===== src/rtl/nebula_pkg.sv =====
// -----------------------------------------------------------------------------
// nebula package
// Shared types for the instruction-fetch front end.
//   word_t        : 32-bit machine word / address
//   fetch_entry_t : one instruction-queue entry {pc, instr, fault}
//   fetch_state_e : fetch sequencer state (Run issues requests, Halt waits for
//                   a redirect after a fault entry)
//   InstrBytes    : PC increment per fetched instruction word
// -----------------------------------------------------------------------------
package nebula;

  typedef logic [31:0] word_t;

  typedef struct packed {
    word_t pc;
    word_t instr;
    logic  fault;
  } fetch_entry_t;

  typedef enum logic {
    Run  = 1'b0,
    Halt = 1'b1
  } fetch_state_e;

  localparam word_t InstrBytes = 32'd4;

endpackage : nebula


===== src/rtl/fetch_queue.sv =====
// -----------------------------------------------------------------------------
// fetch_queue
// Synchronous FIFO of fetch_entry_t with flush. The head entry is read
// combinationally. A push into a full queue is accepted when a pop happens in
// the same cycle (occupancy unchanged). Flush wins over push and pop.
// Ports:
//   clk_i, rst_n_i : clock, asynchronous active-low reset
//   flush_i        : discard all entries this cycle
//   push_i/entry_i : enqueue request and data
//   pop_i          : dequeue head (ignored when empty)
//   head_o         : entry at the head of the queue
//   full_o/empty_o : occupancy flags
//   count_o        : number of valid entries (0..Depth)
// -----------------------------------------------------------------------------
module fetch_queue
  import nebula::*;
#(
  parameter int Depth = 2
) (
  input  logic                   clk_i,
  input  logic                   rst_n_i,
  input  logic                   flush_i,
  input  logic                   push_i,
  input  fetch_entry_t           entry_i,
  input  logic                   pop_i,
  output fetch_entry_t           head_o,
  output logic                   full_o,
  output logic                   empty_o,
  output logic [$clog2(Depth):0] count_o
);

  localparam int AddrW = $clog2(Depth);
  localparam int CntW  = AddrW + 1;
  localparam logic [CntW-1:0] DepthC = CntW'(Depth);

  fetch_entry_t     r_mem [Depth];
  logic [AddrW-1:0] r_wr_ptr;
  logic [AddrW-1:0] r_rd_ptr;
  logic [CntW-1:0]  r_count;
  logic             w_push;
  logic             w_pop;

  // NOTE: every signal driven here gets a value on every path, so no latch
  // can be inferred.
  always_comb begin
    w_pop   = pop_i && (r_count != '0);
    w_push  = push_i && ((r_count != DepthC) || w_pop);
    full_o  = (r_count == DepthC);
    empty_o = (r_count == '0);
    count_o = r_count;
    head_o  = r_mem[r_rd_ptr];
  end

  // NOTE: the storage array is deliberately not reset; the pointers and count
  // define which entries are meaningful, and leaving the array out of reset
  // lets it map onto plain registers or RAM.
  always_ff @(posedge clk_i) begin
    if (w_push && !flush_i) begin
      r_mem[r_wr_ptr] <= entry_i;
    end
  end

  // NOTE: sequential state uses non-blocking assignments so every flop samples
  // pre-edge values regardless of statement order.
  always_ff @(posedge clk_i or negedge rst_n_i) begin
    if (!rst_n_i) begin
      r_wr_ptr <= '0;
      r_rd_ptr <= '0;
      r_count  <= '0;
    end else if (flush_i) begin
      r_wr_ptr <= '0;
      r_rd_ptr <= '0;
      r_count  <= '0;
    end else begin
      // Depth is a power of two, so the pointers wrap naturally.
      if (w_push) r_wr_ptr <= r_wr_ptr + AddrW'(1);
      if (w_pop)  r_rd_ptr <= r_rd_ptr + AddrW'(1);
      r_count <= r_count + CntW'(w_push) - CntW'(w_pop);
    end
  end

endmodule : fetch_queue


===== src/rtl/fetch_ctrl.sv =====
// -----------------------------------------------------------------------------
// fetch_ctrl
// Instruction-fetch sequencer. Owns the PC, issues in-order word requests to
// instruction memory, buffers responses in fetch_queue and presents the head
// entry {pc, instr, fault} to decode over valid/ready. A redirect flushes the
// queue and discards every response still in flight.
// Optional build macro: NEBULA_FETCH_STATS_EN adds saturating counters
// fetched_o (entries popped by decode) and stall_o (cycles decode was ready
// but nothing was valid).
// Ports:
//   clk_i, rst_n_i          : clock, asynchronous active-low reset
//   imem_req_valid_o/ready_i/addr_o : word fetch request channel
//   imem_rsp_valid_i/data_i/err_i   : in-order response channel, never stalled
//   redirect_valid_i/pc_i   : flush and restart fetching at redirect_pc_i
//   decode_valid_o/ready_i  : handshake towards decode
//   decode_pc_o/instr_o/fault_o : head entry (all zero while not valid)
//   fetched_o, stall_o      : statistics (NEBULA_FETCH_STATS_EN only)
// -----------------------------------------------------------------------------
module fetch_ctrl
  import nebula::*;
#(
  parameter word_t ResetPc    = 32'h0000_0000,
  parameter int    QueueDepth = 2
) (
  input  logic        clk_i,
  input  logic        rst_n_i,
  output logic        imem_req_valid_o,
  input  logic        imem_req_ready_i,
  output word_t       imem_req_addr_o,
  input  logic        imem_rsp_valid_i,
  input  word_t       imem_rsp_data_i,
  input  logic        imem_rsp_err_i,
  input  logic        redirect_valid_i,
  input  word_t       redirect_pc_i,
  output logic        decode_valid_o,
  input  logic        decode_ready_i,
  output word_t       decode_pc_o,
  output word_t       decode_instr_o,
  output logic        decode_fault_o
`ifdef NEBULA_FETCH_STATS_EN
  ,
  output logic [31:0] fetched_o,
  output logic [31:0] stall_o
`endif
);

  localparam int CntW = $clog2(QueueDepth) + 1;
  localparam logic [CntW-1:0] DepthC = CntW'(QueueDepth);

  fetch_state_e    r_state;
  fetch_state_e    w_state_nxt;
  word_t           r_fetch_pc;
  word_t           r_rsp_pc;
  logic [CntW-1:0] r_outstanding;
  logic [CntW-1:0] r_drop;
  logic            r_active;
  logic            r_mis_pending;

  logic [CntW-1:0] w_count;
  logic [CntW:0]   w_inflight;
  logic            w_full;
  logic            w_empty;
  logic            w_req_fire;
  logic            w_rsp_take;
  logic            w_push_mis;
  logic            w_push;
  logic            w_pop;
  logic            w_misaligned;
  fetch_entry_t    w_push_entry;
  fetch_entry_t    w_head;

  fetch_queue #(
    .Depth (QueueDepth)
  ) u_queue (
    .clk_i   (clk_i),
    .rst_n_i (rst_n_i),
    .flush_i (redirect_valid_i),
    .push_i  (w_push),
    .entry_i (w_push_entry),
    .pop_i   (w_pop),
    .head_o  (w_head),
    .full_o  (w_full),
    .empty_o (w_empty),
    .count_o (w_count)
  );

  always_comb begin
    w_misaligned = (redirect_pc_i[1:0] != 2'b00);

    // Credit check: every in-flight request already owns a queue slot, so
    // responses can never find the queue full.
    w_inflight       = {1'b0, r_outstanding} + {1'b0, w_count};
    imem_req_valid_o = r_active && (r_state == Run) && !redirect_valid_i &&
                       (w_inflight < {1'b0, DepthC});
    imem_req_addr_o  = r_fetch_pc;
    w_req_fire       = imem_req_valid_o && imem_req_ready_i;

    // Responses are enqueued only when they belong to the current stream:
    // stale ones (r_drop) and anything after a fault (Halt) are discarded.
    w_rsp_take = imem_rsp_valid_i && !redirect_valid_i &&
                 (r_drop == '0) && (r_state == Run);
    w_push_mis = r_mis_pending && !w_full && !redirect_valid_i;
    w_push     = w_rsp_take || w_push_mis;

    w_push_entry.pc    = r_rsp_pc;
    w_push_entry.fault = w_push_mis || imem_rsp_err_i;
    w_push_entry.instr = w_push_entry.fault ? '0 : imem_rsp_data_i;

    decode_valid_o = !w_empty;
    w_pop          = decode_valid_o && decode_ready_i;
    decode_pc_o    = decode_valid_o ? w_head.pc    : '0;
    decode_instr_o = decode_valid_o ? w_head.instr : '0;
    decode_fault_o = decode_valid_o && w_head.fault;

    w_state_nxt = r_state;
    if (redirect_valid_i) begin
      w_state_nxt = w_misaligned ? Halt : Run;
    end else if (w_rsp_take && imem_rsp_err_i) begin
      w_state_nxt = Halt;
    end
  end

  // r_active keeps the request channel quiet for the first cycle out of reset.
  always_ff @(posedge clk_i or negedge rst_n_i) begin
    if (!rst_n_i) begin
      r_state  <= Run;
      r_active <= 1'b0;
    end else begin
      r_state  <= w_state_nxt;
      r_active <= 1'b1;
    end
  end

  always_ff @(posedge clk_i or negedge rst_n_i) begin
    if (!rst_n_i) begin
      r_fetch_pc    <= ResetPc;
      r_rsp_pc      <= ResetPc;
      r_outstanding <= '0;
      r_drop        <= '0;
      r_mis_pending <= 1'b0;
    end else if (redirect_valid_i) begin
      // Everything still in flight (less a response landing now, which is
      // discarded) belongs to the old stream and must be dropped on return.
      r_fetch_pc    <= redirect_pc_i;
      r_rsp_pc      <= redirect_pc_i;
      r_outstanding <= r_outstanding - CntW'(imem_rsp_valid_i);
      r_drop        <= r_outstanding - CntW'(imem_rsp_valid_i);
      r_mis_pending <= w_misaligned;
    end else begin
      if (w_req_fire) r_fetch_pc <= r_fetch_pc + InstrBytes;
      if (w_push)     r_rsp_pc   <= r_rsp_pc + InstrBytes;
      r_outstanding <= r_outstanding + CntW'(w_req_fire) - CntW'(imem_rsp_valid_i);
      if (imem_rsp_valid_i && (r_drop != '0)) r_drop <= r_drop - CntW'(1);
      if (w_push_mis) r_mis_pending <= 1'b0;
    end
  end

  a_outstanding_bound : assert property (
    @(posedge clk_i) disable iff (!rst_n_i) r_outstanding <= DepthC
  );

`ifdef NEBULA_FETCH_STATS_EN
  logic [31:0] r_fetched;
  logic [31:0] r_stall;

  always_ff @(posedge clk_i or negedge rst_n_i) begin
    if (!rst_n_i) begin
      r_fetched <= '0;
      r_stall   <= '0;
    end else begin
      if (w_pop && (r_fetched != '1)) r_fetched <= r_fetched + 32'd1;
      if (decode_ready_i && !decode_valid_o && (r_stall != '1)) r_stall <= r_stall + 32'd1;
    end
  end

  assign fetched_o = r_fetched;
  assign stall_o   = r_stall;
`endif

endmodule : fetch_ctrl

===== config.mk =====
export PLATFORM = sky130hd
export DESIGN_NAME = fetch_ctrl
export DESIGN_NICKNAME = d
export VERILOG_FILES = /design/src/rtl/nebula_pkg.sv /design/src/rtl/fetch_queue.sv /design/src/rtl/fetch_ctrl.sv
export SDC_FILE = /design/constraint.sdc
export NUM_CORES = 1
export LEC_CHECK = 0
export BUFFER_PORTS_ARGS = -buffer_cell sky130_fd_sc_hd__buf_2
export CORE_MARGIN = 5
export CORE_UTILIZATION = 35
export CTS_CLUSTER_DIAMETER = 80
export DETAILED_ROUTE_END_ITERATION = 6
export GPL_ROUTABILITY_DRIVEN = 0
export RECOVER_POWER = 25
export SETUP_SLACK_MARGIN = 0.5
export SYNTH_ARGS = -nofsm -noshare
export SYNTH_HDL_FRONTEND = slang
export SYNTH_HIERARCHICAL = 1
export SYNTH_SLANG_ARGS = --single-unit

===== constraint.sdc =====
create_clock -name clk_i -period 10.28 [get_ports clk_i]
set_input_delay 1.542 -clock clk_i [delete_from_list [all_inputs] [get_ports clk_i]]
set_output_delay 1.542 -clock clk_i [all_outputs]
set_load 0.05 [all_outputs]

Word-level counts from Yosys, hierarchy flattened

Memories as Yosys holds them, arrays and structs flattened.
Cells that the tools add are included.

Register bits after elaboration: 75
Memory bits (writable): 130
Input bits: 71
Output and inout bits: 99
Word-level logic and storage cells: 82
Memories kept: 1

Memory list:

| memory        | depth | bits a word | read ports | clocked after Yosys merged registers in | write ports | line              | RTL |
|---|---|---|---|---|---|---|---|
| u_queue.r_mem | 2     | 65          | 1          | 0                                       | 1           | fetch_queue.sv:36 | `fetch_entry_t r_mem [Depth];` |

$add $sub $neg: 11
Magnitude comparators: 1
Equal/unequal tests: 2
Mux-type cells: 22
Bitwise operators: 1
Reduce and logical (&&, ||, !) cells: 34

Operator list:

| operator                | count |
|---|---|
| $mux W32                | 7 |
| $add A32 B3 Y32 const B | 2 |
| $reduce_bool A2 Y1      | 10 |
| $logic_and A1 B1 Y1     | 16 |
| $mux W1                 | 11 |
| $mux W2                 | 4 |
| $sub A2 B1 Y2           | 3 |
| $add A2 B1 Y2           | 2 |
| $logic_not A2 Y1        | 2 |
| $add A2 B2 Y3           | 1 |
| $logic_not A1 Y1        | 3 |
| $logic_or A1 B1 Y1      | 3 |
| $lt A3 B2 Y1 const B    | 1 |
| $add A1 B1 Y1 const B   | 2 |
| $eq A2 B2 Y1 const B    | 1 |
| $ne A2 B2 Y1 const B    | 1 |
| $sub A2 B1 Y2 const B   | 1 |
| $not A1 Y1              | 1 |

Longest topological paths before layout

Gate-level depths: netlist of the first run.

Depth in word-level cells: 9
Gate-level depth with buffers: 12
Depth with buffers taken out: 11

Hierarchy

The synthesis of the first run kept the hierarchy.

By module, submodules not included:

| module      | instances | cells each | area an instance (um^2) | sequential area each (um^2) |
|---|---|---|---|---|
| fetch_queue | 1         | 227        | 5092.4                  | 4003.8 |
| fetch_ctrl  | 1         | 549        | 4670.7                  | 1776.7 |

Least setup slack after synthesis of the first run

Ideal clock, no wire load.

Path type: input-to-reg
From: input imem_rsp_valid_i
To: memory u_queue/r_mem[1][0] in the netlist's numbering (enable)
Library setup time: 0.581 ns
Arrival time: 6.868 ns
Data required time: 9.699 ns
Slack: 2.831 ns
Stages: 4
Buffers on the path: 0
Path through: nand3b_1 -> a21oi_1 -> o21ai_2 -> nor3b_1

Longest elaborated chain between the ends: 8

RTL lines:

| item                              | line              | RTL |
|---|---|---|
| start, declared                   | fetch_ctrl.sv:30  | `input logic imem_rsp_valid_i,` |
| $logic_and A1 B1 Y1 (2 in series) | fetch_ctrl.sv:100 | `w_rsp_take = imem_rsp_valid_i && !redirect_valid_i &&` |
| $logic_and A1 B1 Y1               | fetch_ctrl.sv:101 | `(r_drop == '0) && (r_state == Run);` |
| $logic_or A1 B1 Y1                | fetch_ctrl.sv:103 | `w_push = w_rsp_take \|\| w_push_mis;` |
| named net w_push                  | fetch_ctrl.sv:66  | `logic w_push;` |
| $logic_and A1 B1 Y1               | fetch_queue.sv:47 | `w_push = push_i && ((r_count != DepthC) \|\| w_pop);` |
| $logic_and A1 B1 Y1               | fetch_queue.sv:58 | `if (w_push && !flush_i) begin` |
| $mux W1                           | fetch_queue.sv:58 |  |
| $mux W1 (not written as such)     | fetch_queue.sv:59 | `r_mem[r_wr_ptr] <= entry_i;` |
| end, declared                     | fetch_queue.sv:36 |  |

The timed path passes the listed nets, and every way through them passes these cells.

Worst setup path in the final report of the first run

From: register u_queue.r_count[1], in the netlist u_queue/count_o[1]
To: output decode_fault_o

Longest elaborated chain between the ends: 3

RTL lines:

| item                   | line              | RTL |
|---|---|---|
| start, declared        | fetch_queue.sv:39 | `logic [CntW-1:0] r_count;` |
| start signal, assigned | fetch_queue.sv:78 | `r_count <= r_count + CntW'(w_push) - CntW'(w_pop);` |
| $logic_not A2 Y1       | fetch_queue.sv:49 | `empty_o = (r_count == '0);` |
| named net w_empty      | fetch_ctrl.sv:62  | `logic w_empty;` |
| $logic_not A1 Y1       | fetch_ctrl.sv:109 | `decode_valid_o = !w_empty;` |
| $logic_and A1 B1 Y1    | fetch_ctrl.sv:113 | `decode_fault_o = decode_valid_o && w_head.fault;` |
| end, declared          | fetch_ctrl.sv:39  | `output logic decode_fault_o` |

The timed path passes the listed nets, and every way through them passes these cells.

==> run summary, run 1 <==
Post-DP HPWL: 15.2 mm
Multi-input gate area: 3750 um2
CP Data Arrival Time: 3730 ps
CTS Hold Bufs: 0
Core Rows: 61
Synth top area share: 0.400
DP Worst Slack: 6070 ps
setup slack after layout: 5010 ps
Net Switching: 816 uW
Max Clk Rate: 0.190 GHz
IO Pins: 170
synthesized flop and latch total: 205
Post-DRT Antenna Nets: 0
Gate Count Post-Synth: 776
fin crit period: 5270 ps
CTS Buf Count: 24
clock-pin slew on the worst setup and hold paths: 60 ps
Reg2Reg Setup Slack: 5900 ps
PortBufs: 169
failing checks: capacitance limit, slew limit
Die ar.: 31,300 um2
Pwr per Cell Area: 206 nW/um2
floorplan die height: 177 um
Worst Hold End: u_queue/r_mem[0][34]$_DFFE_PP_
RR Endpoint: u_queue/r_mem[1][3]$_DFFE_PP_
DRC viols: 0
Max Slew Vio Count: 146
wire per inst: 16.9 um
post-synth top area cell: edfxtp_1
Seq/Total Area, Yosys: 0.592
hold depth: 0
fill cell count: 2,635
length of the first detailed-routing pass in iterations: 4
initial antenna violation count: 0
Final Hold Violating Endpoints: 0
GRT Util Overall: 0.140
chip width: 177 um
unrepaired setup endpoints after global routing: no
setup TNS: 0 ps
top cells by area, synth: edfxtp_1 40%, dfrtp_1 19%, mux2_4 6.2%, nor2b_1 4.4%, mux2_2 3.7%
Peak supply drop: 97.1 uV
CTS Buffer Depth: 3
Synth cell types: 55
Placed Cells: 1,298
global-route wire length before repair: 35.1 mm
HP Start: r_rsp_pc[1]$_DFFE_PN0P_
via count: 6,429
crit path launch type: flop
register area: 5780 um2
Leak Pwr: 4.70 nW
ANT cells: 0
Area Growth Syn to Fin: 20.5%
outcome: finished, violations left
core box area: 27,600 um2
Sequential Power Share: 0.416
Layout Nets: 1,026
Post-synth top flop: edfxtp_1
hold crit path type: reg2reg
Syn Area/Cell: 12.6 um2
Starting DRT DRC Count: 230
FF-to-FF Start: u_queue/count_o[1]$_DFF_PN0_
CTS tree: built
Initial Util: 0.353
Crit Path Class: reg2out
mapped cell area: 9760 um2
Crit. End Element: primary output
Data required, critical path: 8740 ps
Clk pwr share: 0.332
pin count of the biggest net entering global routing: 81
DRT Wirelength: 22.6 mm
combinational fraction of design power: 0.252
CTS Root Cell: clkbuf_16
Async S/R FF share, synth: 0.366
share of cells above drive strength 1: 0.316
post-cts sizing count: 0
slew margin rel.: -0.969
final setup fails: 0
Final period util: 0.512
MaxCap Viol Count: 3
P_int: 1.61 mW
H-tree levels: 1
Worst-Margin Slew: 2950 ps
fin cells: 1,341
clock latency reported for the late side of the worst-skew pair: 500 ps
Sw Share: 0.337
setup skew after layout: 10.3 ps
Ys Warns: 6
clock sink count: 205
number of global-route vias before repair: 6,390
Final Core Density: 0.426
syn nets: 856
R2R depth: 6
grt ovf: 0
Via density: 4.79
postcts setup bufs: 0
Post-synth EDFFs: 130
critical path peak fanout: 67
state kept, by name, summed over array words and instances (netlist names):
signal / flops
r_state: 1
u_queue/count_o: 2
r_rsp_pc: 32
r_active: 1
imem_req_addr_o: 32
u_queue/r_rd_ptr: 1
u_queue/r_wr_ptr: 1
u_queue/r_mem: 130
r_outstanding: 2
r_mis_pending: 1
r_drop: 2
worst max path at each step:
stage | startpoint | endpoint | cells after the start
after floorplan | imem_rsp_valid_i | u_queue/r_mem[1][0]$_DFFE_PP_ | 4
after global placement | redirect_valid_i | imem_req_valid_o | 4
after detailed placement | redirect_valid_i | imem_req_valid_o | 4
after CTS | u_queue/r_rd_ptr$_DFFE_PN0P_ | decode_pc_o[17] | 4
after global routing | rst_n_i | u_queue/r_rd_ptr$_DFFE_PN0P_ | 2
final | u_queue/count_o[1]$_DFF_PN0_ | decode_fault_o | 4
cell families (layout without fill, tap and decap cells):
kind of cell | after synthesis | count (layout) | share of synthesized area
adder cells (fa/ha/maj) | 9 | 9 | 0.0123
buffers and inverters | 57 | 244 | 0.0261
AO/OA/AOI/OAI | 82 | 82 | 0.0527
other | 1 | 1 | 0.000384
multiplexers | 76 | 76 | 0.103
AND/OR/NAND/NOR | 300 | 300 | 0.172
XOR/XNOR | 46 | 46 | 0.0413
flip-flops | 205 | 205 | 0.592
layer usage:
| layer | wire length [um] | track usage |
|---|---|---|
| met1 | 10700 | 0.207 |
| met4 | 449 | 0.0368 |
| met3 | 1600 | 0.0263 |
| met5 | 0 | 0 |
| met2 | 9860 | 0.212 |
critical path, stage by stage, from the launching register on:
cell and delay, ps:
dfrtp_1 480, nor2_4 110, clkbuf_1 2090, nor2b_1 190
buf_2 350
power groups by stage:
stage | sequential [mW] | combinational [mW] | clock (mW)
final | 1.01 | 0.611 | 0.804
after global routing | 1.02 | 0.660 | 0.867
after CTS | 1.01 | 0.619 | 0.830
after detailed placement | 1.03 | 0.616 | 0
after global placement | 1.02 | 0.612 | 0
after floorplan | 1.06 | 0.422 | 0
cells in the mapped netlist, types with 9 or more instances:
cell and instances:
xor2_1 31, nor2_1 23, nor2b_1 69, nand4_1 26, clkbuf_1 22, dfrtp_1 75, nor3_1 10, a21oi_1 12
mux2_2 32, nand3_1 40, edfxtp_1 130, nand2_1 60, and3_1 9, xnor2_1 15, and2_1 37, o21ai_0 24
inv_1 23, mux2_4 40, o21ai_1 18
placed cells by master (no fill, tap or decap), types with 27 or more instances in the layout:
master	Yosys	final
dfrtp_1	75	74
nand3_1	40	40
mux2_4	40	40
edfxtp_1	130	130
nand2_1	60	60
nor2b_1	69	69
clkbuf_16	0	27
buf_2	3	168
mux2_2	32	32
and2_1	37	37
xor2_1	31	31
stage by stage:
step                power, mW  instance area [um2]  hold WS (ps)
floorplan                1.48                 9760           442
global placement         1.63                11000           475
detailed placement       1.64                11000           479
CTS                      2.46                11800           492
global route             2.55                11800           505
finish                   2.43                11800           487
area by class of cell:
cell class / instances / area share
Clock buffer: 32 / 0.0608
Clock inverter: 11 / 0.00457
Inverter: 24 / 0.00766
Multi-Input combinational cell: 514 / 0.319
Sequential cell: 205 / 0.492
Tap cell: 378 / 0.0402
Timing Repair Buffer: 177 / 0.0763
Power figures use the tool's default switching activity.
==> run 2, diff against run 1 <==
==> constraint.sdc (replaced) <==
create_clock -name clk_i -period 4.85 [get_ports clk_i]
set_input_delay 0.7275 -clock clk_i [delete_from_list [all_inputs] [get_ports clk_i]]
set_output_delay 0.7275 -clock clk_i [all_outputs]
set_load 0.05 [all_outputs]
==> run summary, run 2 (synthesis results as in run 1) <==
Post-DRT Antenna Nets: 0 (unchanged)
Starting DRT DRC Count: 325 (was 230)
IO Pins: 170 (unchanged)
number of flip-flops in the largest register: 130 (unchanged)
Multi-input gate area: 3760 um2 (was 3750 um2)
Sequential Power Share: 0.417 (was 0.416)
setup skew after layout: 20.2 ps (was 10.3 ps)
post-cts sizing count: 0 (unchanged)
Clk pwr share: 0.332 (about the same)
Leak Pwr: 4.69 nW (was 4.70 nW)
fin cells: 1,341 (unchanged)
floorplan die height: 177 um (unchanged)
R2R depth: 11 (was 6)
CP Data Arrival Time: 2630 ps (was 3730 ps)
clock-pin slew on the worst setup and hold paths: 60 ps (about the same)
MaxCap Viol Count: 1 (was 3)
Largest Register: u_queue/r_mem (unchanged)
CTS Hold Bufs: 0 (unchanged)
crit path launch type: flop (unchanged)
hold crit path type: in2reg (was reg2reg)
Layout Nets: 1,025 (was 1,026)
via count: 6,523 (was 6,429)
Max Slew Vio Count: 76 (was 146)
Max Clk Rate: 0.298 GHz
postcts setup bufs: 0 (unchanged)
combinational fraction of design power: 0.251 (was 0.252)
length of the first detailed-routing pass in iterations: 5 (was 4)
register area: 5780 um2 (unchanged)
GRT Util Overall: 0.141 (was 0.140)
Crit. End Element: primary output (unchanged)
ANT cells: 0 (unchanged)
Area Growth Syn to Fin: 20.6% (was 20.5%)
FF-to-FF Start: u_queue/count_o[0]$_DFF_PN0_ (was u_queue/count_o[1]$_DFF_PN0_)
Die ar.: 31,300 um2 (unchanged)
HP Start: redirect_pc_i[1] (was r_rsp_pc[1]$_DFFE_PN0P_)
core box area: 27,600 um2 (unchanged)
most common cell after layout, fill and taps aside: buf_2 (unchanged)
Core Rows: 61 (unchanged)
fill cell count: 2,675 (was 2,635)
Peak supply drop: 189 uV (was 97.1 uV)
slew margin rel.: -0.300 (was -0.969)
global-route wire length before repair: 35.2 mm (was 35.1 mm)
Via density: 4.86 (was 4.79)
Sw Share: 0.346 (was 0.337)
most frequent cells in the layout: 167 x buf_2, 130 x edfxtp_1, 74 x dfrtp_1 (was 168 x buf_2, 130 x edfxtp_1, 74 x dfrtp_1)
Final period util: 0.693
Data required, critical path: 4120 ps (was 8740 ps)
unrepaired setup endpoints after global routing: no (unchanged)
PortBufs: 169 (unchanged)
DRC viols: 0 (unchanged)
pin count of the biggest net entering global routing: 76 (was 81)
Reg2Reg Setup Slack: 1540 ps (was 5900 ps)
Crit Path Class: reg2out (unchanged)
setup TNS: 0 ps (unchanged)
DP Worst Slack: 1550 ps (was 6070 ps)
chip width: 177 um (unchanged)
setup slack after layout: 1490 ps (was 5010 ps)
Worst-Margin Slew: 1950 ps (was 2950 ps)
H-tree levels: 1 (unchanged)
Placed Cells: 1,297 (was 1,298)
Post-DP HPWL: 15.6 mm (was 15.2 mm)
initial antenna violation count: 0 (unchanged)
P_int: 3.37 mW (was 1.61 mW)
CTS Buf Count: 24 (unchanged)
Initial Util: 0.353 (unchanged)
Net Switching: 1.78 mW (was 816 uW)
critical path peak fanout: 52 (was 67)
Pwr per Cell Area: 437 nW/um2 (was 206 nW/um2)
fin crit period: 3360 ps
CTS Buffer Depth: 3 (unchanged)
number of global-route vias before repair: 6,310 (was 6,390)
failing checks: capacitance limit, slew limit (unchanged)
CTS Root Cell: clkbuf_16 (unchanged)
outcome: finished, violations left (unchanged)
Final Hold Violating Endpoints: 0 (unchanged)
wire per inst: 17.2 um (was 16.9 um)
hold depth: 3 (was 0)
CTS tree: built (unchanged)
final setup fails: 0 (unchanged)
clock latency reported for the late side of the worst-skew pair: 520 ps (was 500 ps)
share of cells above drive strength 1: 0.319 (was 0.316)
RR Endpoint: r_outstanding[1]$_DFF_PN0_ (was u_queue/r_mem[1][3]$_DFFE_PP_)
Worst Hold End: r_rsp_pc[1]$_DFFE_PN0P_ (was u_queue/r_mem[0][34]$_DFFE_PP_)
grt ovf: 0 (unchanged)
DRT Wirelength: 23.1 mm (was 22.6 mm)
clock sink count: 205 (unchanged)
Final Core Density: 0.426 (about the same)
-- run 2: cell types whose count changed in the layout (fill, tap and decap cells not counted), sizes merged --
cell      before  now
clkinv        11    7
clkinvlp       0    3
inv           24   27
clkbuf        35   33
-- run 2: per-layer routing --
metal	track usage	wire (um)	share of wire	vias up
met5	0	0	0	-
met4	0.0326	374	0.016	0
met3	0.0299	1640	0.071	26
met2	0.212	10000	0.44	199
met1	0.210	11000	0.48	3168
li1	-	-	-	3130
-- run 2: worst max path at each step --
stage	start	endpoint	slack (ps)	depth (start not counted)
after floorplan	imem_rsp_valid_i	u_queue/r_mem[1][0]$_DFFE_PP_	510	4
after global placement	redirect_valid_i	r_outstanding[1]$_DFF_PN0_	1560	10
after detailed placement	redirect_valid_i	r_outstanding[1]$_DFF_PN0_	1550	10
after CTS	u_queue/r_rd_ptr$_DFFE_PN0P_	decode_instr_o[27]	1410	4
after global routing	u_queue/r_rd_ptr$_DFFE_PN0P_	decode_instr_o[27]	1350	4
final	u_queue/r_rd_ptr$_DFFE_PN0P_	decode_instr_o[27]	1490	4
-- run 2: stage by stage --
| stage | cell area (um2) | hold WS [ps] | power (mW) |
|---|---|---|---|
| final | 11800 | 466 | 5.15 |
| after global routing | 11800 | 469 | 5.39 |
| after CTS | 11800 | 403 | 5.22 |
| after detailed placement | 11000 | 465 | 3.49 |
| after global placement | 11000 | 473 | 3.47 |
| after floorplan | 9770 | 432 | 3.13 |
-- run 2: area by class of cell --
class                      count  share of cell area
tap                          378              0.0402
inverter                      24             0.00765
sequential                   205               0.491
timing repair buffer         176              0.0762
multi-input combinational    514               0.319
clock buffer                  31              0.0576
clock inverter                13             0.00744
-- run 2: power groups by stage --
stage                     Sequential (mW)  Combinational (mW)  Clock, mW
after CTS                            2.15                1.31       1.76
after global routing                 2.17                1.39       1.83
final                                2.15                1.29       1.71
after detailed placement             2.18                1.31          0
after global placement               2.18                1.30          0
after floorplan                      2.23               0.896          0
-- run 2: worst max-delay path, cell delays in order (launching register included) --
cell and delay, ps:
dfrtp_4 980, buf_4 440, mux2_4 330, nor2b_1 130, buf_2 230
==> run 3, diff against run 2 <==
==> constraint.sdc (replaced) <==
create_clock -name clk_i -period 3.5 [get_ports clk_i]
set_input_delay 0.525 -clock clk_i [delete_from_list [all_inputs] [get_ports clk_i]]
set_output_delay 0.525 -clock clk_i [all_outputs]
set_load 0.05 [all_outputs]
==> run summary, run 3 (synthesis results as in run 1) <==
CP max-delay cell: or4b_4 (was dfrtp_4)
Crit Path Class: reg2out (unchanged)
Post-DP HPWL: 15.7 mm (was 15.6 mm)
Die ar.: 31,300 um2 (unchanged)
DRC viols: 0 (unchanged)
crit path cell chain: and2_1 > fa_1 > or4b_4 > nor2_2 > buf_6 (was buf_4 > mux2_4 > nor2b_1 > buf_2)
CTS Buf Count: 24 (unchanged)
setup skew after layout: 9.40 ps (was 20.2 ps)
Worst-Margin Slew: 2010 ps (was 1950 ps)
pin count of the biggest net entering global routing: 76 (unchanged)
clock latency reported for the late side of the worst-skew pair: 510 ps (was 520 ps)
R2R depth: 9 (was 11)
overall power: 7.14 mW (was 5.15 mW)
number of flip-flops in the largest register: 130 (unchanged)
Reg2Reg Setup Slack: 650 ps (was 1540 ps)
IO Pins: 170 (unchanged)
wire per inst: 17.1 um (was 17.2 um)
H-tree levels: 1 (unchanged)
GRT Util Overall: 0.146 (was 0.141)
share of cells above drive strength 1: 0.321 (was 0.319)
Clk pwr share: 0.326 (was 0.332)
Largest Register: u_queue/r_mem (unchanged)
Peak supply drop: 301 uV (was 189 uV)
number of global-route vias before repair: 6,655 (was 6,310)
Sw Share: 0.338 (was 0.346)
setup slack after layout: 566 ps (was 1490 ps)
Crit. End Element: primary output (unchanged)
most frequent cells in the layout: 166 x buf_2, 130 x edfxtp_1, 73 x dfrtp_1 (was 167 x buf_2, 130 x edfxtp_1, 74 x dfrtp_1)
clock sink count: 205 (unchanged)
via count: 6,596 (was 6,523)
unrepaired setup endpoints after global routing: yes (was no)
Via density: 4.88 (was 4.86)
DRT Wirelength: 23.2 mm (was 23.1 mm)
critical path peak fanout: 5 (was 52)
Net Switching: 2.41 mW (was 1.78 mW)
Sequential Power Share: 0.416 (was 0.417)
CTS Root Cell: clkbuf_16 (unchanged)
Leak Pwr: 4.73 nW (was 4.69 nW)
global-route wire length before repair: 36.6 mm (was 35.2 mm)
P_int: 4.72 mW (was 3.37 mW)
floorplan die height: 177 um (unchanged)
PortBufs: 169 (unchanged)
Initial Util: 0.353 (unchanged)
DP Worst Slack: 568 ps (was 1550 ps)
Starting DRT DRC Count: 306 (was 325)
Post-DRT Antenna Nets: 0 (unchanged)
HP Start: redirect_pc_i[0] (was redirect_pc_i[1])
most common cell after layout, fill and taps aside: buf_2 (unchanged)
failing checks: capacitance limit, slew limit (unchanged)
slew margin rel.: -0.341 (was -0.300)
Layout Nets: 1,035 (was 1,025)
grt ovf: 0 (unchanged)
critical path depth in cells: 5 (was 4)
final setup fails: 0 (unchanged)
worst path bufs/invs: 1 (was 2)
hold depth: 3 (unchanged)
length of the first detailed-routing pass in iterations: 4 (was 5)
CTS Hold Bufs: 0 (unchanged)
CTS Buffer Depth: 3 (unchanged)
Pwr per Cell Area: 599 nW/um2 (was 437 nW/um2)
Final period util: 0.838
fill cell count: 2,647 (was 2,675)
setup TNS: 0 ps (unchanged)
hold crit path type: in2reg (unchanged)
MaxCap Viol Count: 1 (unchanged)
Worst Hold End: r_rsp_pc[0]$_DFFE_PN0P_ (was r_rsp_pc[1]$_DFFE_PN0P_)
FF-to-FF Start: u_queue/count_o[0]$_DFF_PN0_ (unchanged)
CP Data Arrival Time: 2410 ps (was 2630 ps)
core box area: 27,600 um2 (unchanged)
crit path launch type: flop (unchanged)
CTS tree: built (unchanged)
combinational fraction of design power: 0.258 (was 0.251)
clock-pin slew on the worst setup and hold paths: 50 ps (was 60 ps)
slowest stage delay, CP: 550 ps (was 980 ps)
outcome: finished, violations left (unchanged)
Max Slew Vio Count: 76 (unchanged)
fin crit period: 2930 ps
Area Growth Syn to Fin: 21.9% (was 20.6%)
RR Endpoint: imem_req_addr_o[29]$_DFFE_PN0P_ (was r_outstanding[1]$_DFF_PN0_)
Data required, critical path: 2970 ps (was 4120 ps)
Final Hold Violating Endpoints: 0 (unchanged)
Max Clk Rate: 0.341 GHz
chip width: 177 um (unchanged)
ANT cells: 0 (unchanged)
Core Rows: 61 (unchanged)
initial antenna violation count: 0 (unchanged)
delay-heaviest family, CP: simple AND/OR/NAND/NOR gates (was flip-flops)
-- run 3: cell count changes in the layout (fill, tap and decap cells not counted), moves of 2 or more --
cell	delta
clkinv_2	-2
clkinv_1	+2
inv_4	-3
clkinvlp_4	-3
buf_4	+5
clkbuf_1	+9
clkbuf_8	-2
buf_12	+3
buf_6	+2
-- run 3: layer usage --
layer,GRT usage,routed length (um)
met1,0.207,10800
met2,0.223,9970
met3,0.0361,1790
met4,0.0432,544
met5,0,0
-- run 3: tightest hold or removal path, cell delays in order --
cell	delay, ps
buf_2	80
nand2_1	60
o21ai_0	60
-- run 3: timing repair --
action,in CTS,in global routing
cloned,0,0
gates resized for setup,4,1
endpoints found under the setup margin,1,4
buffers inserted,0,3
pin swaps,0,1
-- run 3: cell type report --
cell class / instances / area (um2) / area share
Clock inverter: 7 / 57.6 / 0.00483
Tap cell: 378 / 473 / 0.0397
Clock buffer: 37 / 681 / 0.0572
Timing Repair Buffer: 186 / 1020 / 0.0853
Sequential cell: 205 / 5790 / 0.486
Multi-Input combinational cell: 514 / 3800 / 0.319
Inverter: 24 / 90.1 / 0.00757
-- run 3: power by group through the flow --
stage | Combinational (mW) | Sequential, mW | Clock (mW)
floorplan | 1.27 | 3.10 | 0
global placement | 1.84 | 3.00 | 0
detailed placement | 1.86 | 3.01 | 0
CTS | 1.87 | 2.97 | 2.41
global route | 1.98 | 3.00 | 2.51
finish | 1.84 | 2.97 | 2.33
-- run 3: worst max-delay path by stage --
stage | from | endpoint | slack (ps)
final | u_queue/count_o[0]$_DFF_PN0_ | imem_req_valid_o | 570
after global routing | u_queue/count_o[0]$_DFF_PN0_ | imem_req_valid_o | 460
after CTS | u_queue/count_o[0]$_DFF_PN0_ | imem_req_valid_o | 530
after detailed placement | u_queue/count_o[0]$_DFF_PN0_ | r_outstanding[1]$_DFF_PN0_ | 570
after global placement | u_queue/count_o[0]$_DFF_PN0_ | r_outstanding[1]$_DFF_PN0_ | 610
after floorplan | u_queue/count_o[1]$_DFF_PN0_ | u_queue/r_mem[1][0]$_DFFE_PP_ | 230
-- run 3: through the flow --
step	hold WS (ps)	utilization	area [um2]	std cells
after floorplan	229	-	9830	776
after global placement	459	0.403	11100	1304
after detailed placement	463	0.403	11100	1304
after CTS	223	0.430	11900	1348
after global routing	259	0.431	11900	1351
final	267	0.431	11900	1351
